File: src/rtl/multi_debouncer_if.sv
// multi_debouncer_if: raw button inputs and debounced level/pulse outputs.
interface multi_debouncer_if #(parameter int CHANNELS = 4);
    logic [CHANNELS-1:0] pb;
    logic [CHANNELS-1:0] db_level;
    logic [CHANNELS-1:0] press_p;
    logic [CHANNELS-1:0] release_p;
    logic                any_press;
    modport master (output pb, input db_level, press_p, release_p, any_press);
    modport slave  (input pb, output db_level, press_p, release_p, any_press);
endinterface

File: src/rtl/multi_debouncer.sv
// multi_debouncer: independent per-channel push-button debouncers with
// registered level, press and release pulse outputs.
module multi_debouncer #(
    parameter int CHANNELS    = 4,
    parameter int DELAY       = 350_000,
    parameter int CNT_W       = 20,
    parameter bit ACTIVE_HIGH = 1
) (
    input logic clk,
    input logic rst_n,
    multi_debouncer_if.slave bus
);
    typedef enum logic [1:0] {IDLE, PRESS_WAIT, PRESSED, RELEASE_WAIT} state_t;
    localparam logic [CNT_W-1:0]    RELOAD   = CNT_W'(DELAY - 1);
    localparam logic [CHANNELS-1:0] IDLE_LVL = ACTIVE_HIGH ? '0 : '1;
    logic [CHANNELS-1:0] sync1, sync2, act, press_d, release_d, level_d;
    always_ff @(posedge clk or negedge rst_n)
        if (!rst_n) begin
            sync1 <= IDLE_LVL;
            sync2 <= IDLE_LVL;
        end else begin
            sync1 <= bus.pb;
            sync2 <= sync1;
        end
    assign act = ACTIVE_HIGH ? sync2 : ~sync2;
    for (genvar g = 0; g < CHANNELS; g++) begin : g_ch
        state_t           state, state_n;
        logic [CNT_W-1:0] cnt, cnt_n;
        logic             zero;
        assign zero = cnt == '0;
        always_ff @(posedge clk or negedge rst_n)
            if (!rst_n) begin
                state <= IDLE;
                cnt   <= '0;
            end else begin
                state <= state_n;
                cnt   <= cnt_n;
            end
        // Wait states reload on entry and only count down while nonzero.
        always_comb begin
            state_n = state;
            cnt_n   = cnt;
            case (state)
                IDLE:         if (act[g]) begin state_n = PRESS_WAIT; cnt_n = RELOAD; end
                PRESS_WAIT:   state_n = !act[g] ? IDLE : zero ? PRESSED : PRESS_WAIT;
                PRESSED:      if (!act[g]) begin state_n = RELEASE_WAIT; cnt_n = RELOAD; end
                RELEASE_WAIT: state_n = act[g] ? PRESSED : zero ? IDLE : RELEASE_WAIT;
                default:      state_n = IDLE;
            endcase
            if ((state == PRESS_WAIT || state == RELEASE_WAIT) && state_n == state && !zero)
                cnt_n = cnt - CNT_W'(1);
        end
        assign press_d[g]   = state == PRESS_WAIT && act[g] && zero;
        assign release_d[g] = state == RELEASE_WAIT && !act[g] && zero;
        assign level_d[g]   = state_n == PRESSED || state_n == RELEASE_WAIT;
    end
    always_ff @(posedge clk or negedge rst_n)
        if (!rst_n) begin
            bus.db_level  <= '0;
            bus.press_p   <= '0;
            bus.release_p <= '0;
            bus.any_press <= 1'b0;
        end else begin
            bus.db_level  <= level_d;
            bus.press_p   <= press_d;
            bus.release_p <= release_d;
            bus.any_press <= |press_d;
        end
endmodule

File: src/flat_wrapper.sv
// flat-port wrapper written by rule: the top's interface ports become plain ports
module multi_debouncer_flat 
#(
    parameter int CHANNELS    = 4,
    parameter int DELAY       = 350_000,
    parameter int CNT_W       = 20,
    parameter bit ACTIVE_HIGH = 1
)
  (clk, rst_n, bus_pb, bus_db_level, bus_press_p, bus_release_p, bus_any_press);
  multi_debouncer_if #(.CHANNELS(CHANNELS)) bus_i ();
  input logic clk;
  input logic rst_n;
  input wire logic [$bits(bus_i.pb)-1:0] bus_pb;
  output wire logic [$bits(bus_i.db_level)-1:0] bus_db_level;
  output wire logic [$bits(bus_i.press_p)-1:0] bus_press_p;
  output wire logic [$bits(bus_i.release_p)-1:0] bus_release_p;
  output wire logic [$bits(bus_i.any_press)-1:0] bus_any_press;
  assign bus_i.pb = bus_pb;
  assign bus_db_level = bus_i.db_level;
  assign bus_press_p = bus_i.press_p;
  assign bus_release_p = bus_i.release_p;
  assign bus_any_press = bus_i.any_press;
  multi_debouncer #(.CHANNELS(CHANNELS), .DELAY(DELAY), .CNT_W(CNT_W), .ACTIVE_HIGH(ACTIVE_HIGH)) u_core (.clk(clk), .rst_n(rst_n), .bus(bus_i));
endmodule
File: config.mk
export PLATFORM = sky130hd
export DESIGN_NAME = multi_debouncer_flat
export DESIGN_NICKNAME = d
export VERILOG_FILES = /design/src/rtl/multi_debouncer_if.sv /design/src/rtl/multi_debouncer.sv /design/src/flat_wrapper.sv
export SDC_FILE = /design/constraint.sdc
export NUM_CORES = 1
export LEC_CHECK = 0
export BUFFER_PORTS_ARGS = -buffer_cell sky130_fd_sc_hd__buf_2
export CORE_UTILIZATION = 60
export DETAILED_ROUTE_END_ITERATION = 12
export GPL_ROUTABILITY_DRIVEN = 0
export PLACE_DENSITY = 0.81
export REMOVE_ABC_BUFFERS = 1
export SYNTH_ARGS = -nofsm -noshare
export SYNTH_HDL_FRONTEND = slang
export SYNTH_SLANG_ARGS = --single-unit
File: constraint.sdc
create_clock -name clk -period 2.45 [get_ports clk]
set_input_delay 0.3675 -clock clk [delete_from_list [all_inputs] [get_ports clk]]
set_output_delay 0.3675 -clock clk [all_outputs]
set_load 0.02 [all_outputs]
# Word level (Yosys, flattened, before mapping)
# Cells that the tools add are included.
# W data, S select, Z words.
totals:
  regBits: 109
  in_bits: 6
  out_inout_bits: 13
classes:
  n_eq_ne: 32
  n_mux: 44
  n_addsub: 4
  reduce_logical: 57
op_table:
  columns: ["cell", "n"]
  rows:
  - ["$mux W20", 12]
  - ["$pmux W20 S2", 4]
  - ["$logic_not A20 Y1", 4]
  - ["$sub A20 B1 Y20 const B", 4]
  - ["$mux W2", 24]
  - ["$eq A2 B2 Y1 const B", 16]
  - ["$pmux W2 S4", 4]
  - ["$logic_and A1 B1 Y1", 24]
  - ["$ne A3 B1 Y1 const B", 4]
  - ["$ne A3 B3 Y1 const B", 4]
  - ["$reduce_and A3 Y1", 4]
  - ["$reduce_bool A3 Y1", 4]
  - ["$eq A2 B1 Y1 const B", 4]
  - ["$eq A2 B2 Y1", 4]
  - ["$logic_not A1 Y1", 8]
  - ["$logic_not A2 Y1", 4]
  - ["$logic_or A1 B1 Y1", 8]
  - ["$reduce_or A4 Y1", 1]

# Longest topological paths before layout
# Gate-level depths: netlist of run 1.
depth:
  word_depth: 9
  depth_mapped: 8
  ltp_nobuf: 7

# Worst setup path before layout of run 1
# No wires, ideal clock.
synth_timing:
  path_kind: "register to register"
  start: "reg u_core.g_ch[0].cnt[11]"
  end: "reg u_core.g_ch[0].cnt[14]"
  path_stages_with_launch: 7
  arrival_ns: 2.133
  slack_ns: 0.251
  setup_time_ns: 0.067
  path_cell_list: "dfrtp_1 or4_4 or4_1 buf_2 or3_4 o21ai_1 o31a_1"
synth_between:
  elab_chain_cells: 9
  word_cells_on_any_way: 16
  classes_between: "add/sub (1); eq/ne (3); mux (6); reduce/logical (6)"
synth_lines:
  columns: ["element", "line", "rtl"]
  rows:
  - ["from (decl)", "multi_debouncer.sv:28", "logic [CNT_W-1:0] cnt, cnt_n;"]
  - ["from (signal assigned)", "multi_debouncer.sv:37", "cnt <= cnt_n;"]
  - ["$logic_not A20 Y1", "multi_debouncer.sv:30", "assign zero = cnt == '0;"]
  - ["$mux W2 (on tied branches) (2 in series)", "multi_debouncer.sv:47, multi_debouncer.sv:45", null]
  - ["$pmux W2 S4", "multi_debouncer.sv:43", "case (state)"]
  - ["$eq A2 B2 Y1", "multi_debouncer.sv:50", "if ((state == PRESS_WAIT || state == RELEASE_WAIT) && state_n == state && !zero)"]
  - ["$logic_and A1 B1 Y1 (2 in series)", "multi_debouncer.sv:50", null]
  - ["$ne A3 B3 Y1 (no source line) (tied with other cells)", null, null]
  - ["$reduce_and A3 Y1 (no source line)", null, null]
# Parallel ways exist; a longest one is shown, timed or not.
# A chain may end at the register's enable or synchronous reset.

# Final worst setup path of run 1
layout_timing:
  start: "reg u_core.g_ch[3].cnt[10]"
  end: "reg u_core.g_ch[3].cnt[1]"
layout_between:
  elab_chain_cells: 9
  word_cells_on_any_way: 15
  classes_between: "eq/ne (3); mux (6); reduce/logical (6)"
layout_lines:
  columns: ["element", "line"]
  rows:
  - ["from (decl)", "multi_debouncer.sv:28"]
  - ["from (signal assigned)", "multi_debouncer.sv:37"]
  - ["$logic_not A20 Y1 (*)", "multi_debouncer.sv:30"]
  - ["$mux W2 (on tied branches) (2 in series)", "multi_debouncer.sv:47, multi_debouncer.sv:45"]
  - ["$pmux W2 S4", "multi_debouncer.sv:43"]
  - ["$eq A2 B2 Y1", "multi_debouncer.sv:50"]
  - ["$logic_and A1 B1 Y1", "multi_debouncer.sv:50"]
  - ["$logic_and A1 B1 Y1 (*)", "multi_debouncer.sv:50"]
  - ["$ne A3 B3 Y1 (no source line) (tied with other cells)", null]
  - ["$reduce_and A3 Y1 (no source line)", null]
# Every way passes the cells marked *; elsewhere a longest branch is shown, timed or not.

==> impl_metrics.py, run 1 <==
metrics = {
    "power_and_ir_drop": {
        "p_leak_nw": 2.58,
        "p_clk_frac": 0.299,
        "switching_share": 0.277,
        "intPower_mw": 2.42,
        "seqPwrFrac": 0.601,
        "finalPower_mw": 3.35,
        "peakVddDrop_uv": 354,
        "comb_power_share": 0.100,
        "switching_power_mw": 0.927,
        "power_density_nw_per_um2": 524,
    },
    "timing": {
        "worst_pin_slew_ps": 740,
        "fin_setup_tns_ps": 0,
        "setup_viol": 0,
        "slew_headroom": 0.503,
        "rsz0062_at_grt": "no",
        "slew_violations": 0,
        "fmax_mhz": 435,
        "hold_violations": 0,
        "post-route-period-util": 0.938,
        "min_period_ps": 2300,
        "clock_skew_ps": 7.28,
    },
    "final_layout": {
        "post-route-util": 0.692,
        "drive_gt1_frac": 0.138,
        "diodes": 0,
        "design_area_sq_um": 6390,
        "area_delta_synth_final_pct": 11.6,
        "nets": 666,
    },
    "critical_path": {
        "worst_setup_path_end_kind": "flip-flop",
        "crit_type": "flip-flop to flip-flop",
        "path_buf_inv": 0,
        "critPathRequiredTime_ps": 2740,
        "start_kind": "flip-flop",
        "crit_arrival_ps": 2590,
        "path_max_fanout": 8,
        "path_delay_family": "simple AND/OR/NAND/NOR gates",
        "cp_slowest_cell": "or4_1",
        "critical_path.max_stage_delay_ps": 620,
        "crit_chain": "or4_1 -> nor4_2 -> a21oi_1 -> a32o_1 -> a22oi_1",
    },
    "route": {
        "drtPass1Iterations": 5,
        "routedWlPerCell_microns": 16.1,
        "met1_length_microns": 5670,
        "drc": 0,
        "via_count": 4936,
        "route.met3.wl_microns": 697,
        "highest-signal-layer": "met4",
        "dr.first_iter.drc_count": 269,
        "routed_wl_microns": 12700,
        "met2_length_microns": 6080,
        "antenna_left": 0,
        "via_per_inst": 6.25,
    },
    "clock_network": {
        "cts_root_buffer": "clkbuf_8",
        "cts.sinks": 109,
        "clock_latency_ps": 370,
        "cts_tree": "yes",
        "cts_buffers": 9,
        "cts-htree-levels": 3,
        "post_cts_buffers": 0,
        "clkTransAtPathRegs_ps": 100,
        "cts_buffer_depth": 2,
    },
    "synthesis": {
        "avgSynthCellArea_sq_um": 9.42,
        "async_flop_share": 1.00,
        "synth_cell_types": 68,
        "synthCells": 608,
        "synth_edf_count": 0,
        "yosys_register_bits": 109,
        "synth_seq_area_share": 0.476,
        "synth_flop_cell": "dfrtp_1",
        "yosysWarnings": 0,
        "syn-cell-area_sq_um": 5730,
    },
    "placed_design": {
        "dpl_cell_area_sq_um": 6180,
        "io_buffers": 18,
        "dpl.hpwl_microns": 8950,
    },
    "floorplanning": {
        "rows": 35,
        "chipHeight_microns": 99.7,
        "dieArea_sq_um": 9940,
        "pin_count": 19,
        "initial_core_util": 0.620,
        "core-area_sq_um": 9240,
        "die_w_microns": 99.7,
    },
    "grt": {
        "grt_pass1_wl_microns": 21500,
        "grt_util_all_layers": 0.271,
        "grt_max_degree": 43,
        "grt_antenna_before_repair": 0,
        "grt_overflow": 0,
        "grt_pass1_vias": 4668,
    },
    "status": {
        "outcome": "complete, no violations",
    },
    "job": {
        "cap_violations": 0,
    },
    "min_path": {
        "hp-class": "primary input to flip-flop",
    },
}
[what timing repair did]
action	CTS	global route
resized for setup	0	6
setup endpoints to repair	0	4
hold buffers	1	0
hold endpoints to repair	39	0
[power by group through the flow]
stage,registers (mW),logic [mW],clock network (mW)
after floorplan,2.02,0.212,0
after detailed placement,2.05,0.330,0
after CTS,2.01,0.333,1.04
after global placement,2.04,0.312,0
final,2.01,0.334,1.00
after global routing,2.03,0.383,1.11
[state kept, by name (all words and copies together), names as in the netlist]
name,flops
u_core.sync1,4
u_core.bus.db_level,4
u_core.bus.press_p,4
u_core.g_ch.cnt,80
u_core.bus.any_press,1
u_core.g_ch.state,8
u_core.bus.release_p,4
u_core.act,4
[worst reg2reg max path: stages (launching register included)]
cell and delay, ps:
dfrtp_1 450, or4_1 620, nor4_2 460, a21oi_1 280, a32o_1 270, a22oi_1 130
[cell usage in the layout (no fill, tap or decap), types with 9 or more instances in the layout]
cell type and count:
xnor2_1 12, nor3_1 21, buf_4 33, clkbuf_8 10
nor4_1 15, buf_2 17, nand2_1 68, xor2_1 14
inv_1 18, nor3b_1 10, o21ai_1 11, dfrtp_1 109
or4_1 13, o21ai_0 15, a31oi_1 12, nand3_1 33
nor2_1 63, or3_1 9, a21oi_1 30, nand4_1 12
[path summary, 6_finish.rpt]
path	start	to	slack, ps	depth (start not counted)
min	bus_pb[2]	u_core.sync1[2]	90	1
max	u_core.g_ch[3].cnt[10]	u_core.g_ch[3].cnt[1]	150	5
max in group asynchronous	rst_n	u_core.g_ch[0].cnt[11]	1200	3
max reg2reg	u_core.g_ch[3].cnt[10]	u_core.g_ch[3].cnt[1]	150	5
min in group asynchronous	rst_n	u_core.g_ch[2].cnt[9]	510	2
min reg2reg	u_core.sync1[1]	u_core.act[1]	360	0
[cells in the mapped netlist, types with 5 or more instances]
master / instances / area (sq um)
nand2_1: 68 / 255
mux2i_1: 7 / 70.1
o41ai_1: 5 / 43.8
o31ai_1: 5 / 37.5
clkbuf_1: 13 / 48.8
xor2_1: 14 / 123
nand3_1: 33 / 165
inv_1: 18 / 67.6
nor4_2: 6 / 75.1
o21ai_1: 11 / 55.1
a31o_1: 5 / 43.8
a21oi_1: 30 / 150
nor4_1: 17 / 106
or3_1: 9 / 56.3
dfrtp_1: 109 / 2730
and3_1: 5 / 31.3
and2_1: 5 / 31.3
or4_1: 14 / 105
o21ai_0: 15 / 75.1
nor3b_1: 11 / 82.6
nor3_1: 21 / 105
nand3b_1: 5 / 37.5
nand4_1: 12 / 75.1
xnor2_1: 12 / 105
o211ai_1: 5 / 37.5
a311oi_1: 5 / 43.8
nor2_1: 63 / 236
a31oi_1: 12 / 75.1
[area by class of cell]
| type | count | area [sq um] |
|---|---|---|
| clock buffers | 12 | 145 |
| inverters | 18 | 67.6 |
| fillers | 712 | 2850 |
| clock inverters | 4 | 32.5 |
| well taps | 129 | 161 |
| flip-flops and latches | 109 | 2730 |
| multi-input cells | 466 | 2890 |
| repair buffers | 52 | 363 |
[stage by stage]
stage / hold slack [ps] / cells / setup slack (ps)
after floorplan: 71.9 / 593 / 245
after global placement: 334 / 773 / 158
after detailed placement: 337 / 773 / 104
after CTS: 76.0 / 790 / 88.1
after global routing: 57.3 / 790 / 48.8
final: 89.4 / 790 / 153
[routing by layer]
| metal | up-vias | GRT usage |
|---|---|---|
| li1 | 2366 | - |
| met1 | 2353 | 0.357 |
| met2 | 186 | 0.441 |
| met3 | 31 | 0.0661 |
| met4 | 0 | 0.0871 |
| met5 | - | 0 |
[logic make-up (layout without fill, tap and decap cells)]
logic type               count (synthesis)  count (layout)  synth area share
AND/OR/NAND/NOR                        296             296             0.279
flip-flops                             109             109             0.476
multiplexers                            13              13            0.0240
XOR/XNOR                                26              26            0.0397
buffers and inverters                   33              86            0.0231
adder cells (fa/ha/maj)                  4               4           0.00874
AO/OA/AOI/OAI                          127             127             0.149
No activity file was read; power rests on OpenSTA's default activity.
==> inputs of run 2 (changes only) <==
--- a/config.mk
+++ b/config.mk
@@ -6,10 +6,10 @@
 export NUM_CORES = 1
 export LEC_CHECK = 0
 export BUFFER_PORTS_ARGS = -buffer_cell sky130_fd_sc_hd__buf_2
-export CORE_UTILIZATION = 60
+export CORE_UTILIZATION = 50
 export DETAILED_ROUTE_END_ITERATION = 12
 export GPL_ROUTABILITY_DRIVEN = 0
-export PLACE_DENSITY = 0.81
+export PLACE_DENSITY = 0.7
 export REMOVE_ABC_BUFFERS = 1
 export SYNTH_ARGS = -nofsm -noshare
 export SYNTH_HDL_FRONTEND = slang
==> run 2 against run 1 <==
Net effect:
- the run now ends with hold timing left
- critical path depth did not move
- wire length fell by 1.5%
- flip-flop and latch count did not move
- sequential share of layout area fell by 0.67 points
- register-to-register slack barely moved
- worst setup slack improved by 6.1 ps
- total power rose by 11%
- die area rose by 20%
- worst hold slack got worse by 100 ps
- non-clock buffer count fell by 1
- core utilization fell by 10 points
- cell area rose by 1.6%
==> impl_metrics.py, run 2 (synthesis results as in run 1) <==
metrics = {
    "clock_network": {
        "clkTransAtPathRegs_ps": 80,
        "cts_tree": "yes",
        "cts_buffers": 9,
        "cts.sinks": 109,
        "post_cts_buffers": 0,
        "cts_buffer_depth": 2,
        "clock_latency_ps": 360,
        "cts_root_buffer": "clkbuf_16",
        "cts-htree-levels": 3,
    },
    "power_and_ir_drop": {
        "seqPwrFrac": 0.541,
        "peakVddDrop_uv": 617,
        "power_density_nw_per_um2": 574,
        "comb_power_share": 0.087,
        "p_leak_nw": 2.62,
        "switching_power_mw": 0.983,
        "p_clk_frac": 0.372,
        "intPower_mw": 2.74,
        "switching_share": 0.264,
    },
    "grt": {
        "grt_util_all_layers": 0.229,
        "grt_pass1_vias": 4601,
        "grt_overflow": 0,
        "grt_max_degree": 52,
        "grt_antenna_before_repair": 0,
        "grt_pass1_wl_microns": 21400,
    },
    "final_layout": {
        "nets": 665,
        "drive_gt1_frac": 0.135,
        "area_delta_synth_final_pct": 13.3,
        "layout_commonest_cell": "dfrtp_1",
        "top_regs": "u_core.g_ch.cnt (80), u_core.g_ch.state (8)",
        "largest_reg_flops": 80,
        "fillers": 978,
        "diodes": 0,
        "top_register": "u_core.g_ch.cnt",
        "multi_input_area_sq_um": 2890,
        "seqCellArea_sq_um": 2730,
        "layout_common_cells": "109 x dfrtp_1, 68 x nand2_1, 63 x nor2_1, 33 x nand3_1, 33 x buf_4",
    },
    "critical_path": {
        "critical_path.max_stage_delay_ps": 580,
        "worst_setup_path_end_kind": "flip-flop",
        "crit_arrival_ps": 2560,
        "critPathRequiredTime_ps": 2720,
        "crit_chain": "or4_4 -> or4_4 -> o41ai_1 -> a21oi_1 -> a31oi_1",
        "r2r_slack_ps": 160,
        "start_kind": "flip-flop",
        "cp_slowest_cell": "or4_4",
        "path_max_fanout": 8,
        "path_delay_family": "simple AND/OR/NAND/NOR gates",
        "path_buf_inv": 0,
        "crit_type": "flip-flop to flip-flop",
        "worst_path_most_repeated_cell": "or4_4",
    },
    "floorplanning": {
        "chipHeight_microns": 109,
        "dieArea_sq_um": 11900,
        "core-area_sq_um": 11000,
        "die_w_microns": 109,
        "rows": 38,
        "initial_core_util": 0.522,
        "pin_count": 19,
    },
    "status": {
        "violations": "hold timing",
        "outcome": "finished, violations left",
    },
    "timing": {
        "post-route-period-util": 0.935,
        "clock_skew_ps": 10.6,
        "hold_violations": 22,
        "rsz0062_at_grt": "no",
        "fmax_mhz": 437,
        "worst_pin_slew_ps": 630,
        "setup_viol": 0,
        "slew_violations": 0,
        "min_period_ps": 2290,
        "slew_headroom": 0.579,
        "timing.hold.ws_ps": -11.1,
        "fin_setup_tns_ps": 0,
    },
    "route": {
        "via_count": 4848,
        "via_per_inst": 6.06,
        "drtPass1Iterations": 4,
        "routed_wl_microns": 12500,
        "antenna_left": 0,
        "drc": 0,
        "dr.first_iter.drc_count": 266,
        "routedWlPerCell_microns": 15.7,
    },
    "job": {
        "cap_violations": 0,
    },
    "min_path": {
        "hp-class": "primary input to asynchronous set/reset pin",
    },
    "placed_design": {
        "io_buffers": 18,
        "dpl.hpwl_microns": 8920,
    },
}
-- run 2: through the flow --
step	cell area [sq um]	power (mW)	util	setup slack, ps	cells
floorplan	5660	2.23	-	245	593
global placement	6190	2.36	0.564	143	784
detailed placement	6190	2.38	0.564	101	784
CTS	6470	3.78	0.589	87.9	800
global route	6490	3.91	0.591	69.2	800
finish	6490	3.73	0.591	159	800
-- run 2: final timing paths --
kind	from	end	cells after the start
max in group asynchronous	rst_n	u_core.g_ch[3].cnt[10]	2
max	u_core.g_ch[0].cnt[11]	u_core.g_ch[0].cnt[18]	5
max reg2reg	u_core.g_ch[0].cnt[11]	u_core.g_ch[0].cnt[18]	5
min	rst_n	u_core.g_ch[1].cnt[5]	1
min in group clk	bus_pb[1]	u_core.sync1[1]	1
min reg2reg	u_core.sync1[0]	u_core.act[0]	0
-- run 2: area by class of cell --
class,instances,area share
multi-input combinational,466,0.445
inverter,18,0.0104
timing repair buffer,51,0.0543
sequential,109,0.420
clock buffer,12,0.0380
tap,140,0.0270
clock inverter,4,0.00501
-- run 2: metal layers --
layer / routed length (microns) / global-route usage
met5: 0 / 0
met2: 5850 / 0.375
met4: 225 / 0.0801
met3: 562 / 0.0538
met1: 5900 / 0.297
-- run 2: worst reg2reg max path: stages (launching register included) --
cell	delay, ps
dfrtp_1	430
or4_4	580
or4_4	490
o41ai_1	420
a21oi_1	120
a31oi_1	160
-- run 2: repair_timing --
item	CTS	global route
gates resized for setup	0	4
hold buffers	0	0
setup endpoints to repair	0	9
-- run 2: power groups by stage --
stage	registers, mW	clock network [mW]	logic (mW)
after detailed placement	2.05	0	0.329
after CTS	2.01	1.43	0.330
after global routing	2.03	1.51	0.370
final	2.02	1.39	0.325
after floorplan	2.02	0	0.212
after global placement	2.04	0	0.315
==> inputs of run 3 (changes only) <==
--- a/config.mk
+++ b/config.mk
@@ -5,6 +5,7 @@
 export SDC_FILE = /design/constraint.sdc
 export NUM_CORES = 1
 export LEC_CHECK = 0
+export ABC_AREA = 1
 export BUFFER_PORTS_ARGS = -buffer_cell sky130_fd_sc_hd__buf_2
 export CORE_UTILIZATION = 50
 export DETAILED_ROUTE_END_ITERATION = 12
==> run 3 against run 2 <==
Net effect:
- the run ends with DRC left
- worst setup slack improved by 310 ps
- sequential share of layout area fell by 0.67 points
- clock-buffer cell count did not move
- clock power rose by 14%
- critical path depth rose by 5
- total power rose by 9.0%
- synthesized area rose by 5.5%
- worst hold slack improved by 33 ps
- largest power group unchanged
- highest routed layer unchanged
==> impl_metrics.py, run 3 <==
metrics = {
    "timing": {
        "fmax_mhz": 504,
        "hold_violations": 0,
        "rsz0062_at_grt": "no",
        "setup_viol": 0,
        "timing.hold.ws_ps": 21.6,
        "post-route-period-util": 0.810,
        "fin_setup_tns_ps": 0,
        "slew_violations": 0,
        "slew_headroom": 0.589,
        "min_period_ps": 1990,
        "clock_skew_ps": 6.39,
        "worst_pin_slew_ps": 616,
    },
    "synthesis": {
        "synth_cell_types": 29,
        "synth_commonest_cells": "251 x nand2_1, 126 x nor2_1, 109 x dfrtp_1",
        "async_flop_share": 1.00,
        "yosysMostFrequentCell": "nand2_1",
        "synth_top_area_share": 0.451,
        "syn-cell-area_sq_um": 6050,
        "synth_area_leaders": "dfrtp_1 45%, nand2_1 16%, nor2_1 7.8%, nand3_1 5.8%, inv_1 5.5%",
        "avgSynthCellArea_sq_um": 7.36,
        "synth_edf_count": 0,
        "yosys_register_bits": 109,
        "yosys.area.top_type": "dfrtp_1",
        "synth_flop_cell": "dfrtp_1",
        "synth_seq_area_share": 0.451,
        "yosysWarnings": 0,
        "synthCells": 822,
    },
    "clock_network": {
        "cts_buffer_depth": 2,
        "cts_resized": 0,
        "postCtsHoldBufs": 0,
        "clock_latency_ps": 350,
        "post_cts_buffers": 0,
        "cts.sinks": 109,
        "clkTransAtPathRegs_ps": 70,
        "cts_tree": "yes",
        "cts_buffers": 9,
        "cts_root_buffer": "clkbuf_16",
        "cts-htree-levels": 3,
    },
    "final_layout": {
        "area_delta_synth_final_pct": 9.12,
        "drive_gt1_frac": 0.0800,
        "layout_common_cells": "251 x nand2_1, 126 x nor2_1, 109 x dfrtp_1, 89 x inv_1, 70 x nand3_1",
        "top_regs": "u_core.g_ch.cnt (80), u_core.g_ch.state (8)",
        "nets": 855,
        "largest_reg_flops": 80,
        "diodes": 0,
        "fillers": 1126,
        "layout_commonest_cell": "nand2_1",
        "top_register": "u_core.g_ch.cnt",
    },
    "critical_path": {
        "critPathCapture": "u_core.g_ch[0].cnt[4]",
        "r2r_end": "u_core.g_ch[0].cnt[4]",
        "worst_setup_path_end_kind": "flip-flop",
        "crit_arrival_ps": 2210,
        "critPathLaunch": "u_core.g_ch[0].cnt[0]",
        "start_kind": "flip-flop",
        "critPathRequiredTime_ps": 2680,
        "r2r_slack_ps": 460,
        "crit_type": "flip-flop to flip-flop",
        "path_max_fanout": 14,
        "r2r_cells": 10,
        "reg2reg_from": "u_core.g_ch[0].cnt[0]",
    },
    "floorplanning": {
        "core-area_sq_um": 11600,
        "initial_core_util": 0.521,
        "dieArea_sq_um": 12500,
        "die_w_microns": 112,
        "pin_count": 19,
        "chipHeight_microns": 112,
        "rows": 39,
    },
    "power_and_ir_drop": {
        "p_leak_nw": 3.24,
        "p_clk_frac": 0.391,
        "intPower_mw": 3.01,
        "switching_power_mw": 1.06,
        "comb_power_share": 0.117,
        "switching_share": 0.260,
        "power_density_nw_per_um2": 616,
        "peakVddDrop_uv": 516,
        "seqPwrFrac": 0.492,
    },
    "grt": {
        "grt_pass1_wl_microns": 22000,
        "grt_max_degree": 48,
        "gr-usage-met3": 0.0495,
        "grt_overflow": 0,
        "use_met2": 0.380,
        "globalRoute.busiestLayer": "met2",
        "grt_pass1_vias": 4994,
        "grt_util_all_layers": 0.217,
        "grt_antenna_before_repair": 0,
        "grt_use_met1": 0.270,
    },
    "route": {
        "via_per_inst": 5.11,
        "routed_wl_microns": 12400,
        "antenna_left": 0,
        "drtPass1Iterations": 12,
        "routedWlPerCell_microns": 12.5,
        "dr.first_iter.drc_count": 362,
        "drc": 2,
        "via_count": 5073,
    },
    "placed_design": {
        "io_buffers": 18,
        "dpl.hpwl_microns": 9030,
    },
    "status": {
        "violations": "DRC",
        "outcome": "finished, violations left",
    },
    "min_path": {
        "hp-class": "primary input to asynchronous set/reset pin",
    },
    "job": {
        "cap_violations": 0,
    },
}
## run 3: changes by cell type after synthesis, moves of 17 or more
cell,previous run,this run
nor2_1,63,126
a21oi_1,30,5
nand3_1,33,70
o21ai_0,15,51
inv_1,18,89
nor4_1,17,0
nand2_1,68,251
## run 3: how the worst min path moves through the flow
stage | start | to | slack [ps] | depth (start not counted)
floorplan | rst_n | u_core.act[0] | 70 | 0
global placement | u_core.sync1[2] | u_core.act[2] | 340 | 0
detailed placement | u_core.sync1[0] | u_core.act[0] | 340 | 0
CTS | rst_n | u_core.g_ch[0].cnt[10] | 50 | 1
global route | rst_n | u_core.g_ch[0].cnt[10] | 70 | 1
finish | rst_n | u_core.g_ch[0].cnt[10] | 20 | 1
## run 3: cell type report
| class | count | area [sq um] | area share |
|---|---|---|---|
| Multi-Input combinational cell | 610 | 2880 | 0.436 |
| Sequential cell | 109 | 2730 | 0.413 |
| Inverter | 93 | 350 | 0.0531 |
| Clock buffer | 12 | 256 | 0.0389 |
| Tap cell | 143 | 179 | 0.0271 |
| Timing Repair Buffer | 22 | 135 | 0.0205 |
| Clock inverter | 4 | 70.1 | 0.0106 |
## run 3: power groups by stage
stage	Combinational (mW)	Sequential, mW	Clock (mW)
finish	0.474	2.00	1.59
global route	0.557	2.01	1.71
CTS	0.480	2.00	1.63
detailed placement	0.478	2.03	0
global placement	0.462	2.03	0
floorplan	0.352	2.00	0
## run 3: worst max-delay path, cell delays in order (launching register included)
cell and delay [ps]:
dfrtp_1 360, inv_1 120, ha_1 330, nand2_1 160
nor2_1 170, nand3_1 90, nand2_1 70, buf_4 190
inv_1 150, o21ai_0 100, o21ai_0 110
## run 3: through the flow
stage               cell area [sq um]  setup WS, ps   util  cells  total power, mW
floorplan                        5960           678      -    812             2.36
global placement                 6270           528  0.540    977             2.49
detailed placement               6270           485  0.540    977             2.51
CTS                              6600           470  0.568    993             4.11
global route                     6600           240  0.568    993             4.28
finish                           6600           465  0.568    993             4.06
## run 3: cells by family (layout without fill, tap and decap cells)
group	count (synthesis)	in the layout	synth area share
XOR/XNOR	31	31	0.0449
adder cells (fa/ha/maj)	4	4	0.00828
AND/OR/NAND/NOR	501	501	0.358
flip-flops	109	109	0.451
AO/OA/AOI/OAI	74	74	0.0656
buffers and inverters	103	131	0.0726
## run 3: routing by layer
layer / part of all wire / wire length (microns)
met1: 0.47 / 5820
met2: 0.49 / 6050
met3: 0.037 / 465
met4: 0.0088 / 109
met5: 0 / 0
